`config.mk`:
```
export PLATFORM = sky130hd
export DESIGN_NAME = ic_ffbank
export DESIGN_NICKNAME = d
export VERILOG_FILES = /design/src/rtl/ic_ffbank.sv
export SDC_FILE = /design/constraint.sdc
export NUM_CORES = 1
export LEC_CHECK = 0
export BUFFER_PORTS_ARGS = -buffer_cell sky130_fd_sc_hd__buf_2
export CAP_MARGIN = 30
export CELL_PAD_IN_SITES_DETAIL_PLACEMENT = 0
export CELL_PAD_IN_SITES_GLOBAL_PLACEMENT = 1
export CORE_MARGIN = 2
export CORE_UTILIZATION = 32
export DETAILED_ROUTE_END_ITERATION = 6
export PLACE_DENSITY = 0.79
export SLEW_MARGIN = 20
export SYNTH_ARGS = -nofsm -noshare
export SYNTH_HDL_FRONTEND = slang
export SYNTH_SLANG_ARGS = --single-unit
```
`constraint.sdc`:
```
create_clock -name clk -period 3.1 [get_ports clk]
set_clock_uncertainty 0.2 [all_clocks]
set_input_delay 0.31 -clock clk [delete_from_list [all_inputs] [get_ports clk]]
set_output_delay 0.31 -clock clk [all_outputs]
set_load 0.02 [all_outputs]
```
`src/rtl/ic_ffbank.sv`:
```
`default_nettype none
// ============================================================================
// Module   : ic_ffbank
// Purpose  : Bank of N single-bit flip-flop channels. Each channel selects
//            its own mode: D, T, JK or shift. A saturating detector counts
//            consecutive edges at which the next state equals a pattern.
//            Z asserts once that count reaches HOLD.
// Revision : 1.0 - initial release
// ============================================================================
module ic_ffbank #(
   parameter int N    = 4,
   parameter int HOLD = 3,
   parameter int CW   = $clog2(HOLD + 1)
) (
   input  logic            clk,
   input  logic            rst_n,
   input  logic            en,
   input  logic [2*N-1:0]  mode,
   input  logic [N-1:0]    a,
   input  logic [N-1:0]    b,
   input  logic [N-1:0]    pattern,
   output logic [N-1:0]    Q,
   output logic [CW-1:0]   mcnt,
   output logic            Z
);

   localparam logic [1:0]    c_MODE_D  = 2'b00;
   localparam logic [1:0]    c_MODE_T  = 2'b01;
   localparam logic [1:0]    c_MODE_JK = 2'b10;
   localparam logic [1:0]    c_MODE_SH = 2'b11;
   localparam logic [CW-1:0] c_HOLD    = CW'(HOLD);

   logic [N-1:0]  r_q;
   logic [CW-1:0] r_mcnt;
   logic [N-1:0]  w_qn;
   logic [N-1:0]  w_shin;
   logic [CW-1:0] w_mcnt_nxt;
   logic          w_match;

   // The shift source is the pre-edge state of the lower neighbour. Channel 0
   // takes a[0]. Building it from r_q means a shift chain moves exactly one
   // place per edge, whatever mode each neighbour uses.
   generate
      if (N == 1) begin : g_shin_single
         assign w_shin = a[0];
      end else begin : g_shin_chain
         assign w_shin = {r_q[N-2:0], a[0]};
      end
   endgenerate

   // Next-state logic for every channel. When en is low, the whole bank holds.
   always_comb begin
      w_qn = r_q;
      if (en) begin
         for (int i = 0; i < N; i++) begin
            case (mode[2*i +: 2])
               c_MODE_D:  w_qn[i] = a[i];
               c_MODE_T:  w_qn[i] = r_q[i] ^ a[i];
               c_MODE_JK: begin
                  case ({a[i], b[i]})
                     2'b00:   w_qn[i] = r_q[i];
                     2'b01:   w_qn[i] = 1'b0;
                     2'b10:   w_qn[i] = 1'b1;
                     default: w_qn[i] = ~r_q[i];
                  endcase
               end
               default:   w_qn[i] = w_shin[i];
            endcase
         end
      end
   end

   // The match is judged on the value Q is about to take, not on the current Q.
   // The counter saturates at HOLD so that it never wraps back to zero.
   always_comb begin
      w_match    = (w_qn == pattern);
      w_mcnt_nxt = '0;
      if (w_match) begin
         w_mcnt_nxt = (r_mcnt == c_HOLD) ? c_HOLD : r_mcnt + CW'(1);
      end
   end

   // Flip-flop bank state. Reset is asynchronous and clears it at once.
   always_ff @(posedge clk or negedge rst_n) begin
      if (!rst_n) begin
         r_q <= '0;
      end else begin
         r_q <= w_qn;
      end
   end

   // Match counter. It runs every edge, even when the bank is held.
   always_ff @(posedge clk or negedge rst_n) begin
      if (!rst_n) begin
         r_mcnt <= '0;
      end else begin
         r_mcnt <= w_mcnt_nxt;
      end
   end

   assign Q    = r_q;
   assign mcnt = r_mcnt;
   // Z depends only on a register, so it has no input-to-output path.
   assign Z    = (r_mcnt == c_HOLD);

endmodule
`default_nettype wire

```
==> key figures <==
Status
  – Status: complete, no violations

Synth
  – Number of synthesized flops with an enable pin: 0
  – Mean area per synthesized cell: 8.09 sq um
  – Post-synthesis sequential area ratio: 0.269
  – Synth Area in Compound Gates: 0.294
  – XOR/XNOR share of the synthesized area: 0.0314
  – Synth Register Bits: 6
  – Mux contribution to synthesized area: 0.0359
  – Ys flop type: dfrtp_1
  – Synthesized Nets: 94
  – Post-Synth Simple-Gate Area: 0.235
  – Synth Area in Adders: 0.0650
  – Ys Warns: 0
  – Post-Synthesis Cells: 69
  – Post-Syn Area: ~560 sq um
  – Library cells used by synthesis: 38
  – Share of flip-flops with an asynchronous set or reset: 1.00
  – Main combinational cell family by area after synthesis: compound AO/OA/AOI/OAI gates

Drt
  – Post-DR wirelength/cell: 10.7 um
  – Antenna viol nets, final: 0
  – DR iter-0 viols: 2
  – Residual DRC: 0
  – First drt pass iteration count: 4
  – Routed WL: between 1000 and 1500 um
  – DR vias/cell: 5.14
  – Routed via count: a little over 600

GRT
  – Largest net degree at the start of global routing: 14
  – First-pass GRT wire length: 2040 um
  – Global Route Usage Sum: 0.133
  – Initial antenna violation count: 0
  – Global route total overflow: 0
  – Vias in the first global route: 505

Timing
  – Worst hold slack: 0.184 ns
  – Max-slew violation count: 0
  – Hold Violations, Final: 0
  – Fmax: about 0.53 GHz
  – Final worst-path cycle share: 0.604
  – Worst slew margin: 0.739
  – Worst Max-Slew Pin Slew: 0.385 ns
  – Final setup vio count: 0
  – Period minus WS final: between 1.5 and 2 ns
  – Final setup TNS: 0 ns
  – Unrepaired setup endpoints after global routing: false

Pwr
  – LEAKAGE: 0.000379 uW
  – Sequential power share: 0.367
  – Int Power: 185 uW
  – Gate power share: 0.395
  – Switching Share: 0.353
  – Pwr Total: 286 uW
  – Clock network fraction of total power: 0.238
  – Maximum vdd ir drop: 0.189 mV
  – Sw power: 101 uW
  – Cell Pwr Density: 380 nW/um^2

Placed design
  – DP Cell Count: 114
  – DP HPWL: 1070 um
  – Buffers on Ports: 29
  – Gpl congestion: 0.704

Setup path
  – R2r setup slk: 1.23 ns
  – CP arrival: roughly 1.8 ns
  – Buf+Inv Stages, Crit Path: 0
  – CP Data Required Time: 3.03 ns
  – CP Cell Sequence: maj3_2 -> o21ai_1 -> a2111oi_0 -> a211o_1 -> nor4_1
  – CP top delay family: compound AO/OA/AOI/OAI gates
  – Worst setup path start: Q[3]$_DFF_PN0_
  – WS Path Type: flop to flop
  – Max incr delay on CP: 0.43 ns
  – Critical Path Fanout Max: 6
  – Crit. End Element: flop
  – CP Launch Type: flop
  – Slowest cell on the critical path: dfrtp_1
  – Reg2reg start: Q[3]$_DFF_PN0_

Clocking
  – Total CTS buffers: 3
  – Clk_lat worst skew: 0.23 ns
  – Clock root cell: clkbuf_4
  – Clock Tree Buf Depth: 2
  – CTS H-tree depth: 1
  – Clock tree sinks: 6
  – Clock transition at path regs: 0.04 ns
  – CTS tree: yes

Finish
  – Area Growth Syn to Fin: 34.8%
  – FILL cells: 177
  – Layout Nets: 128
  – Layout cells sized above 1: 0.356
  – Cell Count, Final, Fillers Out: 118
  – Commonest non-fill, non-tap cell in the layout: buf_2
  – Antenna cells: 0
  – Commonest non-fill, non-tap cells in the layout: 29 x buf_2, 9 x inv_1, 6 x dfrtp_1

Run
  – Max Cap Viol: 0

Floorplanning
  – Initial Util: 0.330
  – Core area: 1690 sq um
  – Row count: 15
  – Die width: between 40 and 50 um
  – Die H: 45.8 um
  – DIE AREA: 2090 sq um
  – # IOs: 30

Min path
  – Hold Path Class: primary input to flop
  – Hold Startpoint: a[0]
cell usage after synthesis (2+ instances only):
| cell type | count | area [sq um] |
|---|---|---|
| nand2_1 | 2 | 7.51 |
| o21ai_0 | 5 | 25.0 |
| nand3_1 | 5 | 25.0 |
| dfrtp_1 | 6 | 150 |
| nor2_1 | 2 | 7.51 |
| a21oi_1 | 2 | 10.0 |
| nand2b_1 | 2 | 12.5 |
| inv_1 | 9 | 33.8 |
| ha_1 | 2 | 25.0 |
| o21a_1 | 2 | 15.0 |
| mux2i_1 | 2 | 20.0 |
| a31oi_1 | 2 | 12.5 |
| nor4_1 | 2 | 12.5 |
| and2_1 | 2 | 12.5 |
tightest hold or removal path, stage by stage:
cell      delay, ns
buf_2          0.09
nand4_1        0.06
o221ai_1       0.10
timing repair:
action | 4_1_cts | 5_1_grt
buffers inserted | 0 | 0
gates resized for setup | 0 | 0
endpoints found under the hold margin | 6 | 0
hold buffers | 1 | 0
stage by stage:
step / utilization / setup WS [ns] / instance area, sq um
floorplan: - / 1.29 / 558
global placement: 0.426 / 1.16 / 719
detailed placement: 0.426 / 1.07 / 719
CTS: 0.445 / 1.25 / 752
global route: 0.445 / 1.12 / 752
finish: 0.445 / 1.23 / 752
final cells by class:
class | instances | area (sq um) | share of cell area
inverters | 9 | 33.8 | 0.0449
well taps | 17 | 21.3 | 0.0283
multi-input cells | 53 | 369 | 0.491
clock buffers | 3 | 22.5 | 0.0300
repair buffers | 30 | 155 | 0.206
flip-flops and latches | 6 | 150 | 0.200
power groups by stage:
stage	combinational [uW]	sequential [uW]	clock, uW
floorplan	59.7	116	0
global placement	111	106	0
detailed placement	113	106	0
CTS	114	105	71.4
global route	127	107	75.5
finish	113	105	68.0
layer usage:
layer  track usage  vias up  wire length, um
met2         0.203       15              544
met1         0.185      263              642
li1              -      329                -
met3        0.0238        0               70
met4        0.0514        0                0
met5             0        -                0
worst paths after layout:
path / to / cells after the start
max: mcnt[0]$_DFF_PN0_ / 5
min: Q[0]$_DFF_PN0_ / 3
max reg2reg: mcnt[0]$_DFF_PN0_ / 5
min reg2reg: Q[3]$_DFF_PN0_ / 2
max in group asynchronous: Q[1]$_DFF_PN0_ / 2
min in group asynchronous: Q[3]$_DFF_PN0_ / 2
flip-flops by register name, summed over array words and instances (netlist names):
register,count
Q,4
mcnt,2
cell families after synthesis:
family | Yosys count
AND/OR/NAND/NOR | 23
AO/OA/AOI/OAI | 23
multiplexers | 2
adder cells (fa/ha/maj) | 3
XOR/XNOR | 2
flip-flops | 6
buffers and inverters | 10
Note: power is estimated with default switching activity, not from simulation.
